## src/rtl/acc_pkg.sv

```systemverilog
// Shared types and default sizes for the accumulator-bank sequencer.
// The state enum is used by the sequencer top.
package acc_pkg;

  typedef enum logic [2:0] {
    IDLE,
    CLR,
    LOAD,
    ACCUM,
    DRAIN
  } acc_seq_state_t;

  localparam int NUM_ACC_DEF = 8;
  localparam int IDX_W_DEF   = 3;
  localparam int K_W_DEF     = 8;

endpackage

```

## src/rtl/acc_seq_cnt.sv

```systemverilog
// Up-counter with clear, enable and a terminal-count compare.
// On an enabled cycle at the terminal value it returns to zero instead of wrapping.
module acc_seq_cnt #(
  parameter int W = 8
) (
  input  logic         clk,
  input  logic         rst,
  input  logic         clr,
  input  logic         en,
  input  logic [W-1:0] term,
  output logic [W-1:0] cnt,
  output logic         at_term
);

  assign at_term = (cnt == term);

  always_ff @(posedge clk) begin
    if (rst || clr) begin
      cnt <= '0;
    end else if (en) begin
      cnt <= at_term ? '0 : cnt + W'(1);
    end
  end

endmodule

```

## src/rtl/acc_seq.sv

```systemverilog
// Accumulator-bank sequencer: clear, optional bias load, k gated accumulate
// steps, then a valid/ready drain of every accumulator in the bank.
module acc_seq
  import acc_pkg::*;
#(
  parameter int NUM_ACC = NUM_ACC_DEF,
  parameter int IDX_W   = IDX_W_DEF,
  parameter int K_W     = K_W_DEF
) (
  input  logic             clk,
  input  logic             rst,
  input  logic             start,
  input  logic [K_W-1:0]   cfg_k,
  input  logic             cfg_bias_en,
  output logic             busy,
  output logic             done,
  input  logic             in_vld,
  output logic             in_rdy,
  output logic             acc_clr,
  output logic             load_vld,
  output logic             acc_vld,
  output logic [IDX_W-1:0] drain_sel,
  output logic             out_vld,
  input  logic             out_rdy
);

  acc_seq_state_t state_q, state_d;
  logic [K_W-1:0]   k_q;
  logic             bias_q;
  logic [K_W-1:0]   step_cnt;
  logic             step_last;
  logic [IDX_W-1:0] drain_idx;
  logic             drain_last;
  logic             cnt_clr;
  logic             drain_hs;
  logic             unused_step;

  assign cnt_clr     = (state_q == IDLE);
  assign drain_hs    = out_vld & out_rdy;
  assign unused_step = ^step_cnt;

  acc_seq_cnt #(.W(K_W)) u_step_cnt (
    .clk     (clk),
    .rst     (rst),
    .clr     (cnt_clr),
    .en      (acc_vld),
    .term    (k_q - K_W'(1)),
    .cnt     (step_cnt),
    .at_term (step_last)
  );

  acc_seq_cnt #(.W(IDX_W)) u_drain_cnt (
    .clk     (clk),
    .rst     (rst),
    .clr     (cnt_clr),
    .en      (drain_hs),
    .term    (IDX_W'(NUM_ACC - 1)),
    .cnt     (drain_idx),
    .at_term (drain_last)
  );

  always_ff @(posedge clk) begin
    if (rst) begin
      state_q <= IDLE;
      k_q     <= '0;
      bias_q  <= 1'b0;
    end else begin
      state_q <= state_d;
      if (state_q == IDLE && start) begin
        k_q    <= cfg_k;
        bias_q <= cfg_bias_en;
      end
    end
  end

  // done follows the final drain handshake combinationally so it lands on
  // the same cycle the last word is taken.
  always_comb begin
    state_d   = state_q;
    busy      = 1'b0;
    acc_clr   = 1'b0;
    load_vld  = 1'b0;
    in_rdy    = 1'b0;
    acc_vld   = 1'b0;
    out_vld   = 1'b0;
    done      = 1'b0;
    drain_sel = '0;
    unique case (state_q)
      IDLE: begin
        if (start) state_d = CLR;
      end
      CLR: begin
        busy    = 1'b1;
        acc_clr = 1'b1;
        if (bias_q)          state_d = LOAD;
        else if (k_q != '0)  state_d = ACCUM;
        else                 state_d = DRAIN;
      end
      LOAD: begin
        busy     = 1'b1;
        load_vld = 1'b1;
        state_d  = (k_q != '0) ? ACCUM : DRAIN;
      end
      ACCUM: begin
        busy    = 1'b1;
        in_rdy  = 1'b1;
        acc_vld = in_vld;
        if (in_vld && step_last) state_d = DRAIN;
      end
      DRAIN: begin
        busy      = 1'b1;
        out_vld   = 1'b1;
        drain_sel = drain_idx;
        done      = out_rdy & drain_last;
        if (out_rdy && drain_last) state_d = IDLE;
      end
      default: state_d = IDLE;
    endcase
  end

endmodule

```

## config.mk

```make
export PLATFORM = sky130hd
export DESIGN_NAME = acc_seq
export DESIGN_NICKNAME = d
export VERILOG_FILES = /design/src/rtl/acc_pkg.sv /design/src/rtl/acc_seq_cnt.sv /design/src/rtl/acc_seq.sv
export SDC_FILE = /design/constraint.sdc
export NUM_CORES = 1
export LEC_CHECK = 0
export CAP_MARGIN = 20
export CORE_MARGIN = 2
export CORE_UTILIZATION = 50
export DETAILED_ROUTE_END_ITERATION = 8
export HOLD_SLACK_MARGIN = 0.1
export PLACE_DENSITY = 0.88
export SLEW_MARGIN = 5
export SYNTH_ARGS = -nofsm -noshare
export SYNTH_HDL_FRONTEND = slang
export SYNTH_HIERARCHICAL = 1
export SYNTH_SLANG_ARGS = --single-unit
export TNS_END_PERCENT = 50
```

## constraint.sdc

```tcl
create_clock -name clk -period 4.9 [get_ports clk]
set_clock_uncertainty 0.2 [all_clocks]
set_input_delay 0.98 -clock clk [delete_from_list [all_inputs] [get_ports clk]]
set_output_delay 0.98 -clock clk [all_outputs]
set_load 0.02 [all_outputs]
```

---- Word level (Yosys, flattened, before mapping) ----
Index checks and enable logic that the tools add are counted.
operators by class
  reduce and logical (&&, ||, !) cells .... 8
  $add $sub $neg .......................... 3
  mux-type cells .......................... 16
  equality and inequality tests ........... 9
  bitwise logic cells ..................... 2
operators with widths
  kind                   count
  $mux W3                7
  $pmux W3 S5            1
  $add A8 B1 Y8 const B  1
  $eq A8 B8 Y1           1
  $mux W8                1
  $reduce_bool A8 Y1     1
  $sub A8 B1 Y8 const B  1
  $mux W1                7
  $eq A3 B2 Y1 const B   2
  $eq A3 B3 Y1 const B   2
  $ne A2 B2 Y1 const B   3
  $reduce_or A4 Y1       1
  $add A3 B1 Y3 const B  1
  $eq A3 B1 Y1 const B   1
  $logic_and A1 B1 Y1    3
  $logic_not A3 Y1       1
  $reduce_and A3 Y1      1
  $and A1 B1 Y1          2
  $logic_or A1 B1 Y1     1
storage, ports and cells
  output and inout bits ................... 10
  register bits after elaboration ......... 23
  input bits .............................. 14
  word-level logic and storage cells ...... 43

---- Logic depth before layout (Yosys ltp) ----
Gate-level depths: netlist of the first run.
  word-level depth ........................ 5
  gate-level depth with buffers ........... 12
  depth with buffers taken out ............ 12

---- Modules after synthesis ----
Netlist of the first run, hierarchy kept.
by module, submodules not included
  module                      area each (um^2)  cells each  instances  sequential area each (um^2)
  acc_seq                     705.7             95          1          240.2
  acc_seq_cnt at u_step_cnt   447.9             49          1          160.2
  acc_seq_cnt at u_drain_cnt  180.2             20          1          60.1

---- Worst setup path before layout of the first run ----
No wires, ideal clock.
  path kind ............................... input -> output
  from .................................... input port out_rdy
  to ...................................... output port done
  stages on the path ...................... 1
  data required time ...................... 3.720 ns
  buffers on the path ..................... 0
  slack ................................... 2.494 ns
  arrival ................................. 1.226 ns
  cells stage by stage .................... and3_1
on the way
  word-level cells in the longest chain between the ends .. 2
RTL lines
  item             line            RTL
  start, declared  acc_seq.sv:24   input logic out_rdy
  $and A1 B1 Y1    acc_seq.sv:114  done = out_rdy & drain_last;
  $mux W1          acc_seq.sv:88   unique case (state_q)
  end, declared    acc_seq.sv:16   output logic done,
No other way between the ends.

---- Worst setup path after layout of the first run ----
  from .................................... input port in_vld
  to ...................................... output port acc_vld
on the way
  word-level cells in the longest chain between the ends .. 1
RTL lines
  item             line           RTL
  start, declared  acc_seq.sv:17  input logic in_vld,
  $mux W1          acc_seq.sv:88
  end, declared    acc_seq.sv:21  output logic acc_vld,
No other way between the ends.

==> metrics.md, run 1 <==
| Metric | Value |
|---|---|
| Crit-path max cell delay | `660 ps` |
| Port bufs | `23` |
| Total CTS buffers | `3` |
| Root buf cell | `clkbuf_4` |
| Logic pwr share | `0.514` |
| Sequential area share after synthesis | `0.345` |
| Net Switching | `0.303 mW` |
| Top Ports | `24` |
| P&R area growth vs syn | `21.0%` |
| P_leak | `0.593 nW` |
| Max rail drop VDD | `299 uV` |
| Asr flop ratio synth | `0` |
| Drt total wl | `2590 um` |
| Setup Crit Path Kind | `in -> out` |
| Post-layout nets | `208` |
| Diode count | `0` |
| Slowest cell on crit path | `clkdlybuf4s50_1` |
| Die area | `3100 um^2` |
| Starting Density | `0.534` |
| Min Hold Slack | `287 ps` |
| H-Tree Depth | `1` |
| Post-DP HPWL | `2080 um` |
| Clock slew at reported path FFs | `140 ps` |
| Wire per inst | `11.8 um` |
| Vias in the first global route | `1076` |
| Final period util | `0.735` |
| Hold Vio Cnt, Final | `0` |
| Number of post-CTS setup repair buffers | `0` |
| Slew @ Worst Pin | `524 ps` |
| Final setup violation count | `0` |
| Crit-path max FO | `8` |
| Vias | `1176` |
| Status | `finished clean` |
| Mapped Cells | `164` |
| Fin. max-slew vios | `0` |
| Die width | `55.7 um` |
| Gr usage total | `0.176` |
| RSZ-0062 raised after global routing | `no` |
| Top-area cell type share of the netlist area | `0.345` |
| First-pass GRT wire length | `4420 um` |
| Synth unique cells | `35` |
| Worst-path cell chain | `clkdlybuf4s50_1 -> and2_1 -> clkdlybuf4s50_1` |
| Fin crit period | `3600 ps` |
| # DRC | `0` |
| Commonest non-fill, non-tap cell in the layout | `nand2_1` |
| Iter 0 DRT Violations | `18` |
| Clk_lat worst skew | `330 ps` |
| Power Dens Cells | `444 nW/um^2` |
| Yosys reg bits | `23` |
| Dominant synthesized flop cell | `dfxtp_1` |
| Routed Antenna Nets | `0` |
| Fmax | `278 MHz` |
| Most frequent cell on the critical path | `clkdlybuf4s50_1` |
| Dominant cell type by area after synthesis | `dfxtp_1` |
| Max-cap violations | `0` |
| Yosys warning count | `6` |
| Post-synth EDFFs | `0` |
| Most frequent cells in the layout | `nand2_1, dfxtp_1, clkdlybuf4s50_1, nor2_1, xnor2_1` |
| Total grt overflow | `0` |
| Avg Cell Area, Syn | `8.13 um^2` |
| CTS resizes | `0` |
| CTS tree | `done` |
| Relative max-transition margin | `0.648` |
| DR pass1 iterations | `4` |
| Core ar. | `2500 um^2` |
| Layout cells sized above 1 | `0.0476` |
| Largest net degree at the start of global routing | `16` |
| Clk pwr share | `0.135` |
| Min-Delay Path Class | `reg -> reg` |
| Die height | `55.7 um` |
| Initial antenna violation count | `0` |
| Vias per cell | `5.37` |
| FP Rows | `18` |
| Setup TNS | `0 ps` |
| Switch share | `0.422` |
| Crit path capture type | `output pin` |
| Mapped Area | `1330 um^2` |
| Sequential Power Share | `0.351` |
| GP Congestion | `0.806` |
| Largest cells by area after synthesis | `dfxtp_1, xnor2_1, xor2_1, nand2_1, nor2_1` |
| Internal power | `0.414 mW` |
| Critical path arrival | `2420 ps` |
| Quantity of hold-fixing buffers added after cts | `0` |
| CP Launch Type | `primary input` |
| Worst EP required | `3720 ps` |
| Sink Count | `23` |
| Deepest clock path buffer count | `2` |
[power groups by stage]
stage | logic [mW] | clock network [mW] | registers (mW)
3_3_place_gp | 0.352 | 0 | 0.253
5_1_grt | 0.409 | 0.106 | 0.257
3_5_place_dp | 0.367 | 0 | 0.256
2_1_floorplan | 0.282 | 0 | 0.242
6_report | 0.368 | 0.0967 | 0.252
4_1_cts | 0.369 | 0.0992 | 0.251
[per-layer routing]
| layer | vias up | GRT usage | share of wire |
|---|---|---|---|
| met5 | - | 0 | 0 |
| met4 | 0 | 0.0732 | 0.015 |
| met3 | 3 | 0.0233 | 0.051 |
| met2 | 28 | 0.316 | 0.49 |
| met1 | 540 | 0.208 | 0.44 |
| li1 | 605 | - | - |
[cells by family after synthesis]
| kind of cell | after synthesis | synth area share |
|---|---|---|
| other | 1 | 0.00281 |
| adder cells (fa/ha/maj) | 4 | 0.0375 |
| multiplexers | 1 | 0.00750 |
| buffers and inverters | 10 | 0.0356 |
| flip-flops | 23 | 0.345 |
| AND/OR/NAND/NOR | 77 | 0.294 |
| XOR/XNOR | 25 | 0.164 |
| AO/OA/AOI/OAI | 23 | 0.114 |
[path summary, 6_finish.rpt]
kind                             from                       to  slack [ps]  cells after the start
setup / recovery               in_vld                  acc_vld        1300                      3
hold / removal    k_q[7]$_SDFFE_PP0P_      k_q[7]$_SDFFE_PP0P_         290                      2
setup reg to reg  k_q[2]$_SDFFE_PP0P_  state_q[0]$_SDFFE_PP0P_        2210                     10
hold reg to reg   k_q[7]$_SDFFE_PP0P_      k_q[7]$_SDFFE_PP0P_         290                      2
[through the flow]
stage	area (um^2)	setup WS (ps)	util	std cells	total power, mW
3_3_place_gp	1580	1310	0.634	215	0.605
3_5_place_dp	1580	1280	0.634	215	0.623
6_report	1610	1300	0.646	219	0.717
4_1_cts	1610	1280	0.646	219	0.719
5_1_grt	1610	1230	0.646	219	0.771
2_1_floorplan	1340	2490	-	166	0.524
[sequential cells by signal, summed over array words and instances, names as in the netlist]
| register | flops |
|---|---|
| u_drain_cnt/cnt | 3 |
| k_q | 8 |
| state_q | 3 |
| u_step_cnt/cnt | 8 |
| bias_q | 1 |
[worst max-delay path: cells and delay by family]
kind,cells,cell delay [ps]
buffers and inverters,2,1140
AND/OR/NAND/NOR,1,300
[final cells by class]
type / instances / area, um^2
timing repair buffer: 23 / 230
inverter: 6 / 22.5
multi-input combinational: 133 / 833
fill: 231 / 886
clock buffer: 3 / 22.5
sequential: 23 / 460
tap: 30 / 37.5
clock inverter: 1 / 7.51
[cell usage after synthesis (2+ instances only)]
cell / instances
xnor2_1: 13
ha_1: 4
o21ai_0: 3
nand2_1: 25
o2bb2ai_1: 2
and3_1: 6
nor3_1: 5
clkbuf_1: 3
and2_1: 3
nor2_1: 17
nand3b_1: 3
dfxtp_1: 23
nand3_1: 2
inv_1: 6
nor3b_1: 3
xor2_1: 12
a21oi_1: 12
nand4_1: 5
No activity file was read; power rests on OpenSTA's default activity.
==> run 2: changes to the inputs <==
Settings changed: CORE_UTILIZATION 50 to 46, PLACE_DENSITY 0.88 to 0.85.
Clock period 4.9 ns to 2.9 ns, I/O delays scaled along.
==> run 2 against run 1 <==
  * Critical path type is now reg -> out
  * Worst hold slack improved by 7.1 ps
  * Register-to-register slack got worse by 1900 ps
  * Cell area increased by 0.85%
  * Sequential power increased by 69%
  * Core utilization decreased by 5.5 points
  * Highest routed layer unchanged
==> metrics.md, run 2 (synthesis results as in run 1) <==
| Metric | Value |
|---|---|
| P_leak | `0.606 nW (was 0.593 nW)` |
| Clk pwr share | `0.121 (was 0.135)` |
| Design area | `1630 um^2 (was 1610 um^2)` |
| Die width | `57.8 um (was 55.7 um)` |
| Initial antenna violation count | `0 (unchanged)` |
| Root buf cell | `clkbuf_4 (unchanged)` |
| Top Ports | `24 (unchanged)` |
| Wire per inst | `11.1 um (was 11.8 um)` |
| Power Dens Cells | `735 nW/um^2 (was 444 nW/um^2)` |
| Fin. max-slew vios | `0 (unchanged)` |
| CP Launch Type | `register (was primary input)` |
| Dpl cell area | `1600 um^2 (was 1580 um^2)` |
| Vias | `1158 (was 1176)` |
| Port bufs | `23 (unchanged)` |
| Gr usage total | `0.172 (was 0.176)` |
| Total CTS buffers | `3 (unchanged)` |
| H-Tree Depth | `1 (unchanged)` |
| Worst EP required | `2120 ps (was 3720 ps)` |
| DP Cell Count | `218 (was 215)` |
| Starting Density | `0.484 (was 0.534)` |
| DR pass1 iterations | `4 (unchanged)` |
| Hold Vio Cnt, Final | `0 (unchanged)` |
| Max-cap violations | `0 (unchanged)` |
| Max rail drop VDD | `580 uV (was 299 uV)` |
| Clk_lat worst skew | `300 ps (was 330 ps)` |
| Setup TNS | `0 ps (unchanged)` |
| Crit-path max FO | `5 (was 8)` |
| Routed Antenna Nets | `0 (unchanged)` |
| Total chip power | `1.20 mW (was 0.717 mW)` |
| Critical path arrival | `1920 ps (was 2420 ps)` |
| Post-DP HPWL | `1990 um (was 2080 um)` |
| CTS resizes | `0 (unchanged)` |
| # DRC | `0 (unchanged)` |
| Diode count | `0 (unchanged)` |
| Vias per cell | `5.22 (was 5.37)` |
| P&R area growth vs syn | `22.0% (was 21.0%)` |
| GP Congestion | `0.794 (was 0.806)` |
| Number of post-CTS setup repair buffers | `0 (unchanged)` |
| Die area | `3350 um^2 (was 3100 um^2)` |
| Switch share | `0.407 (was 0.422)` |
| Final setup violation count | `0 (unchanged)` |
| Relative max-transition margin | `0.636 (was 0.648)` |
| Layout cells sized above 1 | `0.0576 (was 0.0476)` |
| Slew @ Worst Pin | `545 ps (was 524 ps)` |
| Final period util | `0.932` |
| Vias in the first global route | `1054 (was 1076)` |
| Clock slew at reported path FFs | `130 ps (was 140 ps)` |
| Largest net degree at the start of global routing | `16 (unchanged)` |
| Min Hold Slack | `294 ps (was 287 ps)` |
| Commonest non-fill, non-tap cell in the layout | `nand2_1 (unchanged)` |
| Post-layout nets | `210 (was 208)` |
| Logic pwr share | `0.524 (was 0.514)` |
| Top flop regs | `k_q x8, u_step_cnt/cnt x8 (unchanged)` |
| Setup Crit Path Kind | `reg -> out (was in -> out)` |
| Internal power | `0.710 mW (was 0.414 mW)` |
| Core ar. | `2760 um^2 (was 2500 um^2)` |
| Min-Delay Path Class | `reg -> reg (unchanged)` |
| Sink Count | `23 (unchanged)` |
| Crit path capture type | `output pin (unchanged)` |
| FP Rows | `19 (was 18)` |
| Non-filler cells, final | `222 (was 219)` |
| Fin crit period | `2700 ps` |
| Status | `finished clean (unchanged)` |
| Net Switching | `0.487 mW (was 0.303 mW)` |
| CTS tree | `done (unchanged)` |
| Most frequent cells in the layout | `nand2_1, dfxtp_1, clkdlybuf4s50_1, nor2_1, xnor2_1 (unchanged)` |
| Deepest clock path buffer count | `2 (unchanged)` |
| Quantity of hold-fixing buffers added after cts | `0 (unchanged)` |
| First-pass GRT wire length | `4620 um (was 4420 um)` |
| Fmax | `370 MHz` |
| RSZ-0062 raised after global routing | `no (unchanged)` |
| Sequential Power Share | `0.355 (was 0.351)` |
| Iter 0 DRT Violations | `30 (was 18)` |
| Die height | `57.8 um (was 55.7 um)` |
| Drt total wl | `2480 um (was 2590 um)` |
| Total grt overflow | `0 (unchanged)` |
run 2: changes by cell type in the layout (fill, tap and decap cells not counted), sizes merged:
cell / previous run / this run
clkinv: 0 / 1
buf: 0 / 2
clkinvlp: 1 / 0
run 2: layer usage:
layer | share of wire | track usage | vias up
met1 | 0.49 | 0.247 | 520
met4 | 0.0089 | 0.0532 | 0
met2 | 0.46 | 0.266 | 22
li1 | - | - | 614
met5 | 0 | 0 | -
met3 | 0.037 | 0.0268 | 2
run 2: metrics by stage:
stage	utilization	setup slack, ps
finish	0.590	196
global route	0.590	38.8
CTS	0.590	183
detailed placement	0.580	304
global placement	0.580	299
floorplan	-	523
run 2: power by group through the flow:
stage	clock network (mW)	logic (mW)	registers (mW)
2_1_floorplan	0	0.476	0.409
3_3_place_gp	0	0.622	0.431
3_5_place_dp	0	0.630	0.432
4_1_cts	0.152	0.631	0.425
5_1_grt	0.169	0.710	0.438
6_report	0.145	0.628	0.425
run 2: area by class of cell:
cell class              instances  area, um^2
well taps                      31        38.8
inverters                       6        22.5
clock buffers                   3        22.5
multi-input cells             133         833
clock inverters                 1        5.00
flip-flops and latches         23         460
fillers                       274        1130
repair buffers                 25         245
run 2: worst paths after layout:
| path | startpoint | end | slack, ps | cells past startpoint |
|---|---|---|---|---|
| hold / removal | k_q[7]$_SDFFE_PP0P_ | k_q[7]$_SDFFE_PP0P_ | 290 | 2 |
| setup / recovery | u_drain_cnt/cnt[2]$_SDFFE_PP0P_ | done | 200 | 4 |
| setup reg to reg | k_q[2]$_SDFFE_PP0P_ | state_q[0]$_SDFFE_PP0P_ | 280 | 10 |
| hold reg to reg | k_q[7]$_SDFFE_PP0P_ | k_q[7]$_SDFFE_PP0P_ | 290 | 2 |
run 2: critical path, cell delays in order, from the launching register on:
cell and delay (ps):
dfxtp_1 420, xor2_1 120, nor3_2 290, and3_1 200, clkdlybuf4s50_1 590
==> run 3: changes to the inputs <==
Settings changed: CORE_UTILIZATION 46 to 40, PLACE_DENSITY 0.85 to 0.77, REMOVE_ABC_BUFFERS from default to 1.
==> run 3 against run 2 <==
  * Cell area rose by 1.8%
  * Setup slack got worse by 30 ps
  * Critical path type unchanged
  * Via count is 2.3% higher
  * Routed wire length is 4.2% higher
  * Worst hold slack improved by 1.1 ps
  * Count of clock-buffer cells in the layout is 1 higher
  * Clock power about the same
  * Combinational power is 1% higher
  * Die area grew 14%
  * Sequential share of layout area fell by 0.49 points
  * Maximum frequency shrank 1.1%
  * Register-to-register slack hardly changed
==> metrics.md, run 3 (synthesis results as in run 1) <==
| Metric | Value |
|---|---|
| Status | `finished clean (unchanged)` |
| Worst-path cell chain | `xor2_1 -> nor3_2 -> and3_1 -> clkdlybuf4s50_1 (unchanged)` |
| Hold Vio Cnt, Final | `0 (unchanged)` |
| Wire per inst | `10.9 um (was 11.1 um)` |
| Vias per cell | `5.02 (was 5.22)` |
| Top flop regs | `k_q x8, u_step_cnt/cnt x8 (unchanged)` |
| Setup Crit Path Kind | `reg -> out (unchanged)` |
| Min Hold Slack | `295 ps (was 294 ps)` |
| Crit-path max cell delay | `600 ps (was 590 ps)` |
| Top layer in use | `met4 (unchanged)` |
| Total grt overflow | `0 (unchanged)` |
| Top Ports | `24 (unchanged)` |
| Die width | `61.7 um (was 57.8 um)` |
| Crit path capture type | `output pin (unchanged)` |
| Clk_lat worst skew | `320 ps (was 300 ps)` |
| Fin util | `0.534 (was 0.590)` |
| GP Congestion | `0.818 (was 0.794)` |
| Routed Antenna Nets | `0 (unchanged)` |
| Port bufs | `23 (unchanged)` |
| Vias in the first global route | `1045 (was 1054)` |
| P&R area growth vs syn | `24.2% (was 22.0%)` |
| Sink Count | `23 (unchanged)` |
| Vias | `1185 (was 1158)` |
| Core ar. | `3100 um^2 (was 2760 um^2)` |
| Hold Path End | `k_q[7]$_SDFFE_PP0P_ (unchanged)` |
| Slowest cell on crit path | `clkdlybuf4s50_1 (unchanged)` |
| Max rail drop VDD | `272 uV (was 580 uV)` |
| First-pass GRT wire length | `4320 um (was 4620 um)` |
| Total chip power | `1.21 mW (was 1.20 mW)` |
| CTS tree | `done (unchanged)` |
| # DRC | `0 (unchanged)` |
| Gr usage total | `0.153 (was 0.172)` |
| Design area | `1660 um^2 (was 1630 um^2)` |
| Fin. max-slew vios | `0 (unchanged)` |
| CP Launch Type | `register (unchanged)` |
| Clock slew at reported path FFs | `120 ps (was 130 ps)` |
| Root buf cell | `clkbuf_4 (unchanged)` |
| Largest net degree at the start of global routing | `13 (was 16)` |
| Diode count | `0 (unchanged)` |
| Fmax | `366 MHz (was 370 MHz)` |
| Pre-CTS setup slack | `267 ps (was 304 ps)` |
| Total CTS buffers | `3 (unchanged)` |
| RSZ-0062 raised after global routing | `no (unchanged)` |
| Max-cap violations | `0 (unchanged)` |
| Hold_sp | `k_q[7]$_SDFFE_PP0P_ (unchanged)` |
| Final period util | `0.943 (was 0.932)` |
| Commonest non-fill, non-tap cell in the layout | `nand2_1 (unchanged)` |
| Worst Path Buf+Inv | `1 (unchanged)` |
| Metal3 WL | `113 um (was 91 um)` |
| Setup WS post-layout | `166 ps (was 196 ps)` |
| Hold path cells | `2 (unchanged)` |
| DR pass1 iterations | `4 (unchanged)` |
| Worst EP required | `2120 ps (about the same)` |
| Final setup violation count | `0 (unchanged)` |
| Drt total wl | `2580 um (was 2480 um)` |
| Non-filler cells, final | `236 (was 222)` |
| Most frequent cells in the layout | `nand2_1, dfxtp_1, clkdlybuf4s50_1, nor2_1, xnor2_1 (unchanged)` |
| Power Dens Cells | `731 nW/um^2 (was 735 nW/um^2)` |
| P_leak | `0.610 nW (was 0.606 nW)` |
| Post-layout nets | `211 (was 210)` |
| H-Tree Depth | `1 (unchanged)` |
| DP Cell Count | `232 (was 218)` |
| FP Rows | `20 (was 19)` |
| Iter 0 DRT Violations | `79 (was 30)` |
| Quantity of hold-fixing buffers added after cts | `0 (unchanged)` |
| R2r worst-path depth | `12 (was 10)` |
| Starting Density | `0.430 (was 0.484)` |
| Fin crit period | `2730 ps (was 2700 ps)` |
| Reg2reg end | `state_q[2]$_SDFFE_PP0P_ (was state_q[0]$_SDFFE_PP0P_)` |
| Deepest clock path buffer count | `2 (unchanged)` |
| Layout cells sized above 1 | `0.0625 (was 0.0576)` |
| Die height | `61.7 um (was 57.8 um)` |
| Slew @ Worst Pin | `512 ps (was 545 ps)` |
| Setup TNS | `0 ps (unchanged)` |
| Crit-path max FO | `5 (unchanged)` |
| Critical path's top delay family | `buffers and inverters (unchanged)` |
| Dpl cell area | `1620 um^2 (was 1600 um^2)` |
| Initial antenna violation count | `0 (unchanged)` |
| Post-DP HPWL | `2020 um (was 1990 um)` |
| Metal2 WL | `1170 um (was 1150 um)` |
| FF-to-FF Start | `k_q[0]$_SDFFE_PP0P_ (was k_q[2]$_SDFFE_PP0P_)` |
| Met1 wire length | `1230 um (was 1210 um)` |
| Worst R2R Setup Slack | `290 ps (was 280 ps)` |
| Relative max-transition margin | `0.654 (was 0.636)` |
| Die area | `3810 um^2 (was 3350 um^2)` |
| Min-Delay Path Class | `reg -> reg (unchanged)` |
| Critical path arrival | `1950 ps (was 1920 ps)` |
[run 3: changes by cell type in the layout (fill, tap and decap cells not counted), sizes merged]
cell,change
buf,+1
clkbuf,+1
clkinv,-1
[run 3: report_power, final]
part,total (mW),internal (mW),switching (mW),leakage (nW)
registers,0.429,0.361,0.0678,0.187
logic,0.634,0.301,0.333,0.408
clock network,0.147,0.0539,0.0928,0.0150
total,1.21,0.716,0.494,0.610
[run 3: worst min-delay path, stage by stage (launching register included)]
cell,delay (ps)
dfxtp_1,350
nand2_1,60
a21oi_1,50
[run 3: layout make-up]
type	instances	area, um^2
Clock buffer	4	26.3
Fill cell	318	1450
Inverter	6	22.5
Multi-Input combinational cell	133	840
Sequential cell	23	460
Tap cell	44	55.1
Timing Repair Buffer	26	253
[run 3: worst max path at each step]
stage                                               start                      end  slack, ps  depth (start not counted)
after floorplan                       k_q[2]$_SDFFE_PP0P_  state_q[2]$_SDFFE_PP0P_        520                         10
after global placement                             in_vld                  acc_vld        280                          3
after detailed placement                           in_vld                  acc_vld        270                          3
after CTS                 u_drain_cnt/cnt[2]$_SDFFE_PP0P_                     done        170                          4
after global routing      u_drain_cnt/cnt[2]$_SDFFE_PP0P_                     done         70                          4
final                     u_drain_cnt/cnt[2]$_SDFFE_PP0P_                     done        170                          4
[run 3: metal layers]
layer,global-route usage,vias to the layer above
li1,-,615
met1,0.191,533
met2,0.256,32
met3,0.0207,5
met4,0.0821,0
met5,0,-
[run 3: repair_timing]
item	CTS	global route
endpoints found under the setup margin	0	2
gates resized for setup	0	1
buffers inserted	0	0
